--- src/rtl/freelist.sv ---
// freelist: physical-register free list for the 2-wide rename stage.
//   Allocates up to two pregs per cycle, takes back up to two stale pregs
//   per cycle from commit, and restores the speculative head on flush.
// Ports:
//   clk, reset (async, active-high)
//   rename2fl_instr{0,1}_alloc -> fl2rename_alloc_ready,
//     fl2rename_instr{0,1}_prd (combinational grant)
//   commit2fl_instr{0,1}_commit : advance the architectural head
//   commit2fl_free{0,1}_valid/_pnum : stale pregs appended at the tail
//   flush : spec_head <= arch_head (+ this cycle's commits)
//   fl_free_count : speculative free count, 0..DEPTH
//   fl_stall_cnt : only when FREELIST_STALL_CNT_EN is defined
module freelist #(
    parameter int NUM_PREGS = 64,
    parameter int NUM_LREGS = 32,
    parameter int PREG_W    = 6,
    parameter int DEPTH     = NUM_PREGS - NUM_LREGS,
    parameter int PTR_W     = 6
) (
    input  logic              clk,
    input  logic              reset,
    input  logic              rename2fl_instr0_alloc,
    input  logic              rename2fl_instr1_alloc,
    output logic              fl2rename_alloc_ready,
    output logic [PREG_W-1:0] fl2rename_instr0_prd,
    output logic [PREG_W-1:0] fl2rename_instr1_prd,
    input  logic              commit2fl_instr0_commit,
    input  logic              commit2fl_instr1_commit,
    input  logic              commit2fl_free0_valid,
    input  logic [PREG_W-1:0] commit2fl_free0_pnum,
    input  logic              commit2fl_free1_valid,
    input  logic [PREG_W-1:0] commit2fl_free1_pnum,
    input  logic              flush,
    output logic [PTR_W-1:0]  fl_free_count
`ifdef FREELIST_STALL_CNT_EN
    ,
    output logic [31:0]       fl_stall_cnt
`endif
);

    localparam int IDX_W = PTR_W - 1;

    logic [PREG_W-1:0] entries [DEPTH];

    logic [PTR_W-1:0] spec_head;
    logic [PTR_W-1:0] arch_head;
    logic [PTR_W-1:0] tail;

    logic [PTR_W-1:0] count;
    logic [PTR_W-1:0] req_n;
    logic [PTR_W-1:0] free_n;
    logic [PTR_W-1:0] cmt_n;
    logic [IDX_W-1:0] head_idx;
    logic [IDX_W-1:0] head_idx1;
    logic [IDX_W-1:0] tail_idx;
    logic [IDX_W-1:0] tail_idx1;
    logic             alloc_fire;

    always_comb begin
        req_n  = PTR_W'(rename2fl_instr0_alloc)
               + PTR_W'(rename2fl_instr1_alloc);
        free_n = PTR_W'(commit2fl_free0_valid)
               + PTR_W'(commit2fl_free1_valid);
        cmt_n  = PTR_W'(commit2fl_instr0_commit)
               + PTR_W'(commit2fl_instr1_commit);
    end

    // Wrap bit makes tail - spec_head distinguish full from empty.
    assign count         = tail - spec_head;
    assign fl_free_count = count;

    assign head_idx  = spec_head[IDX_W-1:0];
    assign head_idx1 = head_idx + IDX_W'(1);
    assign tail_idx  = tail[IDX_W-1:0];
    assign tail_idx1 = tail_idx + IDX_W'(commit2fl_free0_valid);

    // All-or-nothing grant; never grant during a flush.
    assign fl2rename_alloc_ready = (count >= req_n) && !flush;
    assign alloc_fire = fl2rename_alloc_ready && (req_n != '0);

    assign fl2rename_instr0_prd = entries[head_idx];
    assign fl2rename_instr1_prd = rename2fl_instr0_alloc
                                ? entries[head_idx1]
                                : entries[head_idx];

    always_ff @(posedge clk or posedge reset) begin
        if (reset) begin
            for (int i = 0; i < DEPTH; i++) begin
                entries[i] <= PREG_W'(NUM_LREGS + i);
            end
            spec_head <= '0;
            arch_head <= '0;
            tail      <= PTR_W'(DEPTH);
        end else begin
            if (flush) begin
                spec_head <= arch_head + cmt_n;
            end else if (alloc_fire) begin
                spec_head <= spec_head + req_n;
            end
            arch_head <= arch_head + cmt_n;
            tail      <= tail + free_n;
            if (commit2fl_free0_valid) begin
                entries[tail_idx] <= commit2fl_free0_pnum;
            end
            if (commit2fl_free1_valid) begin
                entries[tail_idx1] <= commit2fl_free1_pnum;
            end
        end
    end

`ifdef FREELIST_STALL_CNT_EN
    always_ff @(posedge clk or posedge reset) begin
        if (reset) begin
            fl_stall_cnt <= '0;
        end else if ((req_n != '0) && !fl2rename_alloc_ready
                     && !flush) begin
            fl_stall_cnt <= fl_stall_cnt + 32'd1;
        end
    end
`endif

`ifndef SYNTHESIS
    logic [PTR_W:0] fill_next;
    logic [PTR_W-1:0] in_flight;
    assign fill_next = {1'b0, count} + {1'b0, free_n};
    assign in_flight = spec_head - arch_head;

    always @(posedge clk) begin
        if (!reset) begin
            if (fill_next > (PTR_W+1)'(DEPTH)) begin
                $error("freelist: free overflows capacity");
            end
            if (in_flight < cmt_n) begin
                $error("freelist: commit passes spec_head");
            end
        end
    end
`endif

endmodule

--- config.mk ---
export PLATFORM = sky130hd
export DESIGN_NAME = freelist
export DESIGN_NICKNAME = d
export VERILOG_FILES = /design/src/rtl/freelist.sv
export SDC_FILE = /design/constraint.sdc
export NUM_CORES = 1
export LEC_CHECK = 0
export ABC_AREA = 1
export BUFFER_PORTS_ARGS = -buffer_cell sky130_fd_sc_hd__buf_2
export CAP_MARGIN = 0
export CORE_ASPECT_RATIO = 1.1
export CORE_MARGIN = 2
export CORE_UTILIZATION = 55
export DETAILED_ROUTE_END_ITERATION = 8
export MAX_ROUTING_LAYER = met4
export PLACE_DENSITY = 0.7
export SYNTH_ARGS = -nofsm -noshare
export SYNTH_HDL_FRONTEND = slang
export SYNTH_SLANG_ARGS = --single-unit
--- constraint.sdc ---
create_clock -name clk -period 7 [get_ports clk]
set_input_delay 0.35 -clock clk [delete_from_list [all_inputs] [get_ports clk]]
set_output_delay 0.35 -clock clk [all_outputs]
set_load 0.02 [all_outputs]
======== Word-level counts from Yosys, hierarchy flattened ========
Cells that the tools add are included.
cells by class
  div/mod/pow operators ................... 0
  muxes and demuxes ....................... 17
  $lt $le $gt $ge ......................... 7
  reduce and logical (&&, ||, !) cells .... 7
  equal/unequal tests ..................... 0
  add/subtract/negate cells ............... 9
  multipliers ............................. 0
  shifts and indexed selects .............. 0
  bitwise gates (word level) .............. 4
operators with widths
  operator                                                                      count
  192-bit bitwise mux                                                           2
  192-bit two-way mux                                                           2
  6-bit binary-select mux with 5-bit select                                     2
  6-bit demux with 5-bit select                                                 2
  6-bit two-way mux                                                             9
  6-bit >= comparator, second input constant                                    4
  5-bit NOT with 6-bit output                                                   4
  6-bit by 2-bit adder with 6-bit output                                        3
  6-bit by 1-bit less-than comparator with 1-bit output, second input constant  2
  1-bit by 1-bit adder with 2-bit output                                        3
  6-bit by 2-bit >= comparator with 1-bit output                                1
  6-bit nonzero test                                                            1
  6-bit subtractor                                                              1
  5-bit by 1-bit adder with 5-bit output                                        1
  5-bit by 1-bit adder with 5-bit output, second input constant                 1
  1-bit logical AND                                                             4
  2-bit nonzero test                                                            1
  1-bit logical NOT                                                             1
storage, ports and cells
  register bits after elaboration ......... 210
  memory bits (writable) .................. 0
  bits in read-only memories .............. 0
  memories ................................ 0
  input bits .............................. 21
  bits in latches ......................... 0

======== Logic depth before layout (Yosys ltp) ========
Gate-level depths: netlist (run 1).
  depth after elaboration ................. 9
  mapped depth ............................ 16

======== Worst setup path before layout (run 1) ========
OpenSTA, ideal clock, no wires.
  kind .................................... flip-flop to output port
  from .................................... register spec_head[1]
  to ...................................... output port fl2rename_alloc_ready
  path slack .............................. 4064 ps
  cell stages (with the launch flop) ...... 12
  data arrival time ....................... 2586 ps
  cell sequence ........................... dfrtp_1 clkbuf_1 inv_1 buf_2 buf_2 fa_1 ha_1 a21boi_0 nor2_1 nand3_1 nor2_1 a21oi_1
between the ends
  longest elaborated chain between the ends .. 3
ends and longest elaborated chain
  element                                         RTL line  text
  from (decl)                                     45        logic [PTR_W-1:0] spec_head;
  from (signal assigned)                          96        spec_head <= arch_head + cmt_n;
  from (signal assigned)                          98        spec_head <= spec_head + req_n;
  6-bit subtractor                                69        assign count = tail - spec_head;
  named net fl_free_count[1]                      34        output logic [PTR_W-1:0] fl_free_count
  6-bit by 2-bit >= comparator with 1-bit output  78        assign fl2rename_alloc_ready = (count >= req_n) && !flush;
  1-bit logical AND                               78
  to (decl)                                       24        output logic fl2rename_alloc_ready,
The timed path passes the listed nets, and every way through them passes these cells.

======== Worst setup path after layout (run 1) ========
  from .................................... register spec_head[1]
  to ...................................... output port fl2rename_instr1_prd[0]
between the ends
  longest elaborated chain between the ends .. 6
ends and longest elaborated chain
  element                                               RTL line  text
  5-bit by 1-bit adder with 5-bit output                73        assign head_idx1 = head_idx + IDX_W'(1);
  5-bit NOT with 6-bit output (implied by the code)     83        ? entries[head_idx1]
  6-bit binary-select mux with 5-bit select             83
  6-bit two-way mux (implied by the code) (2 in a row)  83
  6-bit two-way mux (*)                                 83
  to (decl)                                             26        output logic [PREG_W-1:0] fl2rename_instr1_prd,
Mark *: on every way between the ends. The rest lies on a longest branch, timed or not. The select of a mux whose other input is x is not followed.

==> flow_metrics.py, run 1 <==
metrics = {
    "outcome": {
        "outcome": "completed",
    },
    "timing": {
        "hold_viol_final": 0,
        "max_freq_ghz": 0.219,
        "slew_violations": 0,
        "finalSetupTns_ps": 0,
        "skew_ps": 17.5,
        "setup_viol": 0,
        "rsz0062_at_grt": "no",
        "fin_crit_ps": 4570,
        "relSlewSlack": 0.0459,
        "worstMarginPinSlew_ps": 1420,
        "min_period_over_period": 0.653,
    },
    "die": {
        "fp.dieW_um": 159,
        "rows": 62,
        "coreArea_um2": 26100,
        "start_util": 0.559,
        "die_area_um2": 27800,
        "die_h_um": 175,
        "io_pins": 40,
    },
    "global_routing": {
        "grt_max_degree": 100,
        "antenna_found_initial": 0,
        "grt_pass1_vias": 13400,
        "globalRouteTotalUtil": 0.387,
        "grt_pass1_wl_um": 80700,
        "overflow": 0,
    },
    "final_layout": {
        "syn2layout_area_growth_pct": 6.64,
        "final_cell_mix": "nand2_1, o21ai_0, nand3_1",
        "antenna-diode-count": 0,
        "layout_commonest_cell": "nand2_1",
        "layout-drive-gt1-share": 0.124,
        "finish.utilization": 0.597,
        "num-nets-final": 2124,
    },
    "clock_network": {
        "root_buffer": "clkbuf_16",
        "insertion_delay_ps": 540,
        "cts-buffers-inserted": 25,
        "post_cts_buffers": 0,
        "path_clk_slew_ps": 60,
        "cts_tree": "built",
        "clk_path_buf_depth": 3,
        "clock-sinks": 210,
        "htreeDepth": 1,
    },
    "hold_path": {
        "hp-class": "in2reg",
    },
    "setup_path": {
        "crit_path_max_fanout": 63,
        "arrival_ps": 4220,
        "cpMostUsedCell": "nand3_1",
        "path_cells": "buf_4, nand3_1, xor2_1, inv_1, nand3_1, nand3_1, nand3_1, nand2_1, buf_2",
        "critPathSlowestCell": "xor2_1",
        "start_kind": "flop",
        "crit_buf_inv": 3,
        "crit_family": "buffers and inverters",
        "cp.required_ps": 6650,
        "regToRegSetupSlack_ps": 2970,
        "worstSetupEndpointType": "primary output",
        "slowest_delay_ps": 1110,
        "critical_path_class": "reg2out",
    },
    "logic_synthesis": {
        "synth-compound-area-share": 0.247,
        "synthTopCellsByArea": "dfstp_2, nand2_1, dfrtp_1, o21ai_0, nand3_1",
        "ys_ff_latch": 210,
        "synthMuxAreaShare": 0,
        "synth_top_family_by_area": "simple AND/OR/NAND/NOR gates",
        "syn_area_per_cell_um2": 6.72,
        "synth_fa_ha_area_frac": 0.0192,
        "synth_nets": 2212,
        "synth_top_area_frac": 0.204,
        "yosysTopAreaCell": "dfstp_2",
        "synthSimpleGateAreaFrac": 0.256,
        "ys_seq_area_frac": 0.370,
        "netlist_area_um2": 14600,
        "yosysWarnings": 0,
        "synthXorXnorAreaFrac": 0.0141,
        "synth_cells": 2171,
        "yosysUniqueCellTypes": 34,
    },
    "power_and_ir_drop": {
        "power_density_nw_per_um2": 568,
        "ir_drop_uv": 345,
        "p_leak_nw": 6.83,
    },
    "route": {
        "routed_via_density": 6.01,
        "postRouteAntennaNets": 0,
        "wirelength_um": 52700,
        "drc_errors": 0,
        "avgRoutedWirePerCell_um": 21.5,
        "dr.first_iter.drc_count": 1901,
        "vias": 14800,
        "drt_pass1_iterations": 6,
    },
    "place": {
        "gp_congestion": 0.982,
        "dp_hpwl_um": 33700,
        "io_buffer_count": 39,
    },
    "job": {
        "max-cap-violations": 0,
    },
}
[cell families (layout without fill, tap and decap cells)]
family                     after synthesis  count (layout)
and+or+nand+nor                        903             903
AOI/OAI and AO/OA                      678             678
buffers and inverters                  343             273
DFF                                    210             210
adders and majority gates               20              20
xor gates and xnor gates                17              17
[synth_stat cells]
cell,instances
nand2_4,2
and2_1,1
nor3_2,10
buf_1,6
inv_2,7
clkinv_1,4
o211ai_1,65
nand4_1,1
o21ai_1,147
a21oi_1,104
buf_6,2
nor2_1,52
o21ai_0,350
fa_1,4
ha_1,16
dfstp_2,113
xor2_4,3
clkbuf_1,125
nor3_1,10
nor2_2,1
nand3_1,170
nand2_1,652
o21ai_2,10
xnor2_1,5
inv_1,152
o21bai_1,1
nand3_2,1
a21boi_0,1
nand3b_1,2
buf_4,6
dfrtp_1,97
nor3_4,1
buf_2,41
xor2_1,9
[metal layers]
layer,track usage,share of wire,vias to the layer above
met3,0.0596,0.097,177
li1,-,-,7046
met2,0.592,0.45,760
met4,0.183,0.056,0
met1,0.508,0.40,6768
met5,-,0,-
[report_power, final]
part           internal [W]  total [W]  switching (W)
logic               0.00159    0.00500        0.00340
clock network      0.000832    0.00137       0.000541
registers           0.00195    0.00247       0.000518
[sequential cells by signal (all words and copies together), names as in the netlist]
register   cells
tail           6
entries      192
spec_head      6
arch_head      6
[area by class of cell]
cell class	count	area (µm²)
sequential	210	5400
multi-input combinational	1618	7850
clock inverter	6	111
inverter	163	622
clock buffer	39	738
fill	2507	10500
tap	352	440
timing repair buffer	65	393
[stage by stage]
stage / cell area (µm²) / total power (W) / worst slack (ps) / hold slack, ps / std cells
floorplan: 14600 / 0.00588 / 1100 / 444 / 2171
CTS: 15600 / 0.00873 / 2590 / 157 / 2453
detailed placement: 14700 / 0.00734 / 3030 / 474 / 2407
finish: 15600 / 0.00884 / 2430 / 163 / 2453
global placement: 14700 / 0.00726 / 3110 / 464 / 2407
global route: 15600 / 0.00948 / 2300 / 200 / 2453
[what timing repair did]
action,in CTS,in global routing
resized for setup,0,0
hold endpoints to repair,45,0
hold buffers,1,0
[worst min-delay path: cells and delay by family]
kind,cells,cell delay (ps)
compound gates,1,50
buf+inv,1,130
simple gates,3,170
[final timing paths]
| check | cells after the start | end | start |
|---|---|---|---|
| max in group asynchronous | 4 | spec_head[0]$_DFFE_PP0P_ | reset |
| max | 9 | fl2rename_instr1_prd[0] | spec_head[1]$_DFFE_PP0P_ |
| min | 5 | entries[56]$_DFF_PP1_ | commit2fl_free0_pnum[2] |
| min reg2reg | 1 | arch_head[5]$_DFF_PP0_ | arch_head[5]$_DFF_PP0_ |
| min in group asynchronous | 3 | entries[122]$_DFF_PP0_ | reset |
| max reg2reg | 14 | spec_head[1]$_DFFE_PP0P_ | spec_head[0]$_DFFE_PP0P_ |
Note: power is estimated with default switching activity, not from simulation.
==> run 2: changes to the inputs <==
--- a/config.mk
+++ b/config.mk
@@ -5,7 +5,7 @@
 export SDC_FILE = /design/constraint.sdc
 export NUM_CORES = 1
 export LEC_CHECK = 0
-export ABC_AREA = 1
+export ABC_AREA = 0
 export BUFFER_PORTS_ARGS = -buffer_cell sky130_fd_sc_hd__buf_2
 export CAP_MARGIN = 0
 export CORE_ASPECT_RATIO = 1.1
@@ -13,7 +13,7 @@
 export CORE_UTILIZATION = 55
 export DETAILED_ROUTE_END_ITERATION = 8
 export MAX_ROUTING_LAYER = met4
-export PLACE_DENSITY = 0.7
+export PLACE_DENSITY = 0.73
 export SYNTH_ARGS = -nofsm -noshare
 export SYNTH_HDL_FRONTEND = slang
 export SYNTH_SLANG_ARGS = --single-unit
==> constraint.sdc (replaced) <==
create_clock -name clk -period 3.92 [get_ports clk]
set_input_delay 0.196 -clock clk [delete_from_list [all_inputs] [get_ports clk]]
set_output_delay 0.196 -clock clk [all_outputs]
set_load 0.02 [all_outputs]
==> flow_metrics.py, run 2 <==
metrics = {
    "outcome": {
        "outcome": "completed",
    },
    "logic_synthesis": {
        "synthSimpleGateAreaFrac": 0.105,
        "synthTopCellsByArea": "dfstp_2, mux4_2, dfrtp_1, mux2i_1, nand2_1",
        "synth_top_family_by_area": "multiplexers",
        "yosysUniqueCellTypes": 47,
        "synth_nets": 1321,
        "yosysTopAreaCell": "dfstp_2",
        "synthTopCellsByCount": "mux2i_1, nand2_1, nor2_1",
        "synthXorXnorAreaFrac": 0.0127,
        "yosysWarnings": 0,
        "synthMuxAreaShare": 0.342,
        "yosysMostFrequentCell": "mux2i_1",
        "synth_top_area_frac": 0.215,
        "synth_edf_count": 0,
        "async_flop_share": 1.00,
        "synth-compound-area-share": 0.0865,
        "synth_ff_type": "dfstp_2",
        "synth_cells": 1280,
        "syn_area_per_cell_um2": 10.8,
        "ys_ff_latch": 210,
        "netlist_area_um2": 13800,
        "synth_fa_ha_area_frac": 0.0203,
        "ys_seq_area_frac": 0.391,
    },
    "die": {
        "fp.dieW_um": 155,
        "start_util": 0.562,
        "io_pins": 40,
        "coreArea_um2": 24500,
        "die_area_um2": 26300,
        "rows": 60,
        "die_h_um": 170,
    },
    "final_layout": {
        "finish.utilization": 0.602,
        "layout_commonest_cell": "mux2i_1",
        "syn2layout_area_growth_pct": 7.17,
        "layout-drive-gt1-share": 0.270,
        "multi_input_area_um2": 7830,
        "regMostFlops": "entries",
        "final_cell_mix": "mux2i_1, nand2_1, nor2_1",
        "antenna-diode-count": 0,
        "nFillCells": 1989,
        "num-nets-final": 1294,
        "largest_register_ffs": 192,
        "regArea_um2": 5400,
    },
    "timing": {
        "hold_viol_final": 0,
        "setup_viol": 0,
        "relSlewSlack": 0.371,
        "max_freq_ghz": 0.265,
        "slew_violations": 0,
        "rsz0062_at_grt": "no",
        "worstMarginPinSlew_ps": 937,
        "fin_crit_ps": 3770,
        "skew_ps": 23.1,
        "finalSetupTns_ps": 0,
        "min_period_over_period": 0.962,
    },
    "setup_path": {
        "regToRegSetupSlack_ps": 880,
        "slowest_delay_ps": 560,
        "crit_buf_inv": 2,
        "worstSetupEndpointType": "primary output",
        "critPathSlowestCell": "ha_4",
        "start_kind": "flop",
        "arrival_ps": 3580,
        "critical_path_class": "reg2out",
        "r2r-start": "spec_head[2]$_DFFE_PP0P_",
        "cp-endpoint": "fl2rename_instr1_prd[3]",
        "cpMostUsedCell": "mux4_2",
        "crit_family": "multiplexers",
        "crit_path_max_fanout": 20,
        "rr_worst_depth": 9,
        "crit_start": "spec_head[0]$_DFFE_PP0P_",
        "path_cells": "ha_4, buf_4, mux4_2, mux4_2, mux2i_1, a21oi_1, buf_2",
        "reg2reg_to": "spec_head[1]$_DFFE_PP0P_",
        "cp.depth": 7,
        "cp.required_ps": 3720,
    },
    "global_routing": {
        "grt_pass1_vias": 9875,
        "grt_pass1_wl_um": 62400,
        "globalRouteTotalUtil": 0.322,
        "grt_max_degree": 101,
        "antenna_found_initial": 0,
        "overflow": 0,
    },
    "clock_network": {
        "root_buffer": "clkbuf_16",
        "cts_resized": 0,
        "insertion_delay_ps": 540,
        "htreeDepth": 1,
        "clk_path_buf_depth": 3,
        "cts_tree": "built",
        "cts-buffers-inserted": 23,
        "path_clk_slew_ps": 60,
        "clock-sinks": 210,
    },
    "route": {
        "routed_via_density": 6.66,
        "dr.first_iter.drc_count": 1291,
        "wirelength_um": 40300,
        "postRouteAntennaNets": 0,
        "drc_errors": 0,
        "drt_pass1_iterations": 7,
        "vias": 10500,
        "avgRoutedWirePerCell_um": 25.5,
    },
    "power_and_ir_drop": {
        "power_w": 0.0152,
        "p_leak_nw": 6.07,
        "ir_drop_uv": 486,
        "power_density_nw_per_um2": 1030,
    },
    "place": {
        "dp_hpwl_um": 27800,
        "io_buffer_count": 39,
        "gp_congestion": 1.05,
    },
    "job": {
        "max-cap-violations": 0,
    },
    "hold_path": {
        "hp-class": "in2reg",
    },
}
==> run 2: how the worst min path moves through the flow <==
stage                                       start                        to  slack (ps)  cells after the start
after detailed placement                    reset     entries[54]$_DFF_PP0_         270                      2
after global placement                      reset     entries[54]$_DFF_PP0_         270                      2
after CTS                                   flush  spec_head[4]$_DFFE_PP0P_          20                      3
after global routing                        flush  spec_head[4]$_DFFE_PP0P_          60                      3
after floorplan           commit2fl_free1_pnum[0]      entries[0]$_DFF_PP1_         330                      2
final                                       flush  spec_head[4]$_DFFE_PP0P_          30                      3
==> run 2: power breakdown <==
| part | internal, W | switching [W] |
|---|---|---|
| Clock | 0.00113 | 0.000927 |
| Combinational | 0.00407 | 0.00425 |
| Sequential | 0.00363 | 0.00114 |
==> run 2: cell type report <==
type	count	share of cell area
inverters	23	0.00610
multi-input cells	939	0.530
well taps	310	0.0263
clock buffers	33	0.0429
clock inverters	9	0.00381
repair buffers	56	0.0254
flip-flops and latches	210	0.366
==> run 2: stage by stage <==
step	instances	hold slack, ps	area (µm²)	setup WS, ps
floorplan	1280	326	13800	733
global placement	1537	271	14100	765
detailed placement	1537	272	14100	749
CTS	1580	22.7	14800	183
global route	1580	63.2	14800	56.6
finish	1580	31.4	14800	147
==> run 2: logic make-up after synthesis <==
group,Yosys count
simple gates,350
mux,321
compound gates,228
flops,210
buf+inv,131
xor+xnor,20
fa+ha+maj,20
==> run 2: timing repair <==
| item | 4_1_cts | 5_1_grt |
|---|---|---|
| hold buffers | 1 | 0 |
| hold endpoints to repair | 8 | 0 |
| setup buffers | 0 | 0 |
==> run 2: per-layer routing <==
metal	routed length, µm	vias up	track usage
li1	-	4562	-
met1	16200	5158	0.447
met4	1680	0	0.118
met5	0	-	-
met3	4540	99	0.0647
met2	17900	697	0.475
==> run 2: worst register-to-register path, cell delays in order, from the launching register on <==
cell      delay [ps]
dfrtp_1          670
inv_1            160
ha_1             390
a21oi_1          110
a21boi_1         270
nor4_1           110
a311oi_2         570
a21oi_1          210
mux2i_1          160
mux2_2           270
==> run 3: changes to the inputs <==
--- a/config.mk
+++ b/config.mk
@@ -8,7 +8,6 @@
 export ABC_AREA = 0
 export BUFFER_PORTS_ARGS = -buffer_cell sky130_fd_sc_hd__buf_2
 export CAP_MARGIN = 0
-export CORE_ASPECT_RATIO = 1.1
 export CORE_MARGIN = 2
 export CORE_UTILIZATION = 55
 export DETAILED_ROUTE_END_ITERATION = 8
==> flow_metrics.py, run 3 (synthesized netlist as in run 2, its figures left out) <==
metrics = {
    "outcome": {
        "outcome": "completed",
    },
    "route": {
        "dr.first_iter.drc_count": 1274,
        "postRouteAntennaNets": 0,
        "avgRoutedWirePerCell_um": 26.3,
        "drt_pass1_iterations": 6,
        "routed_via_density": 6.57,
        "drc_errors": 0,
        "wirelength_um": 42000,
        "vias": 10500,
    },
    "power_and_ir_drop": {
        "p_leak_nw": 6.14,
        "ir_drop_uv": 997,
        "power_density_nw_per_um2": 1040,
    },
    "timing": {
        "rsz0062_at_grt": "no",
        "max_freq_ghz": 0.274,
        "skew_ps": 10.8,
        "slew_violations": 0,
        "worstMarginPinSlew_ps": 999,
        "fin_crit_ps": 3650,
        "setup_viol": 0,
        "finalSetupTns_ps": 0,
        "hold_viol_final": 0,
        "min_period_over_period": 0.931,
        "relSlewSlack": 0.331,
    },
    "setup_path": {
        "cp-endpoint": "fl2rename_instr1_prd[1]",
        "r2r-start": "tail[0]$_DFF_PP0_",
        "cpMostUsedCell": "mux4_2",
        "worstSetupEndpointType": "primary output",
        "cp.required_ps": 3720,
        "crit_path_max_fanout": 14,
        "critPathSlowestCell": "mux4_2",
        "path_cells": "ha_4, buf_4, mux4_2, mux4_2, mux2i_1, a21oi_1, buf_2",
        "crit_family": "multiplexers",
        "rr_worst_depth": 10,
        "regToRegSetupSlack_ps": 990,
        "crit_buf_inv": 2,
        "slowest_delay_ps": 560,
        "start_kind": "flop",
        "arrival_ps": 3450,
        "reg2reg_to": "spec_head[2]$_DFFE_PP0P_",
        "critical_path_class": "reg2out",
        "cp.depth": 7,
        "crit_start": "spec_head[0]$_DFFE_PP0P_",
    },
    "hold_path": {
        "hp-class": "in2reg",
        "hold_start": "commit2fl_instr1_commit",
    },
    "place": {
        "dp_hpwl_um": 28900,
        "gp_congestion": 0.987,
        "io_buffer_count": 39,
    },
    "global_routing": {
        "grt_pass1_vias": 10100,
        "antenna_found_initial": 0,
        "overflow": 0,
        "grt_max_degree": 105,
        "globalRouteTotalUtil": 0.338,
        "grt_pass1_wl_um": 64800,
    },
    "final_layout": {
        "nFillCells": 1968,
        "num-nets-final": 1293,
        "layout-drive-gt1-share": 0.273,
        "multi_input_area_um2": 7830,
        "regArea_um2": 5400,
        "antenna-diode-count": 0,
        "regMostFlops": "entries",
        "layout_commonest_cell": "mux2i_1",
        "final_cell_mix": "mux2i_1, nand2_1, nor2_1",
        "syn2layout_area_growth_pct": 8.29,
        "finish.utilization": 0.610,
        "largest_register_ffs": 192,
    },
    "job": {
        "max-cap-violations": 0,
    },
    "clock_network": {
        "post_cts_buffers": 0,
        "clock-sinks": 210,
        "cts_tree": "built",
        "path_clk_slew_ps": 60,
        "ctsHoldBuffers": 2,
        "clk_path_buf_depth": 3,
        "htreeDepth": 1,
        "root_buffer": "clkbuf_16",
        "insertion_delay_ps": 540,
        "cts_resized": 0,
        "cts-buffers-inserted": 25,
    },
    "die": {
        "die_h_um": 162,
        "fp.dieW_um": 162,
        "start_util": 0.564,
        "rows": 57,
        "io_pins": 40,
        "coreArea_um2": 24500,
        "die_area_um2": 26300,
    },
}
-- run 3: how the worst min path moves through the flow --
stage                                   endpoint  slack, ps  cells after the start
after floorplan             entries[0]$_DFF_PP1_        330                      2
after global placement     entries[57]$_DFF_PP0_        390                      2
after detailed placement   entries[57]$_DFF_PP0_        370                      2
after CTS                 arch_head[0]$_DFF_PP0_        110                      4
after global routing      arch_head[0]$_DFF_PP0_        130                      4
final                     arch_head[0]$_DFF_PP0_        110                      4
-- run 3: cell type report --
type                       instances  area share
multi-input combinational        939       0.525
inverter                          23     0.00604
clock inverter                    11     0.00939
sequential                       210       0.362
clock buffer                      35      0.0478
timing repair buffer              53      0.0230
tap                              324      0.0272
-- run 3: worst register-to-register path, stage by stage (launching register included) --
cell and delay (ps):
dfrtp_1 440, inv_2 150, ha_1 180, inv_1 50, fa_1 480, ha_1 310, a211o_1 260, nor3_2 320
a211oi_1 180, xnor2_1 180, mux2_2 260
-- run 3: per-stage QoR --
| step | setup WS, ps | power, W | std cells | hold slack (ps) | area (µm²) |
|---|---|---|---|---|---|
| floorplan | 733 | 0.0105 | 1280 | 326 | 13800 |
| global placement | 865 | 0.0127 | 1547 | 393 | 14100 |
| detailed placement | 831 | 0.0129 | 1547 | 373 | 14100 |
| CTS | 261 | 0.0154 | 1595 | 106 | 14900 |
| global route | 97.2 | 0.0163 | 1595 | 126 | 14900 |
| finish | 269 | 0.0155 | 1595 | 110 | 14900 |
-- run 3: power by group --
| part | leakage [nW] | total [W] | switching, W | internal (W) |
|---|---|---|---|---|
| Combinational | 3.36 | 0.00815 | 0.00412 | 0.00403 |
| Sequential | 2.36 | 0.00492 | 0.00129 | 0.00363 |
| Clock | 0.421 | 0.00243 | 0.000962 | 0.00147 |
| Total | 6.14 | 0.0155 | 0.00638 | 0.00913 |
-- run 3: per-layer routing --
layer,GRT usage,wire length [µm]
met4,0.0986,1280
met2,0.477,18400
met5,-,0
met1,0.479,16900
met3,0.0986,5400
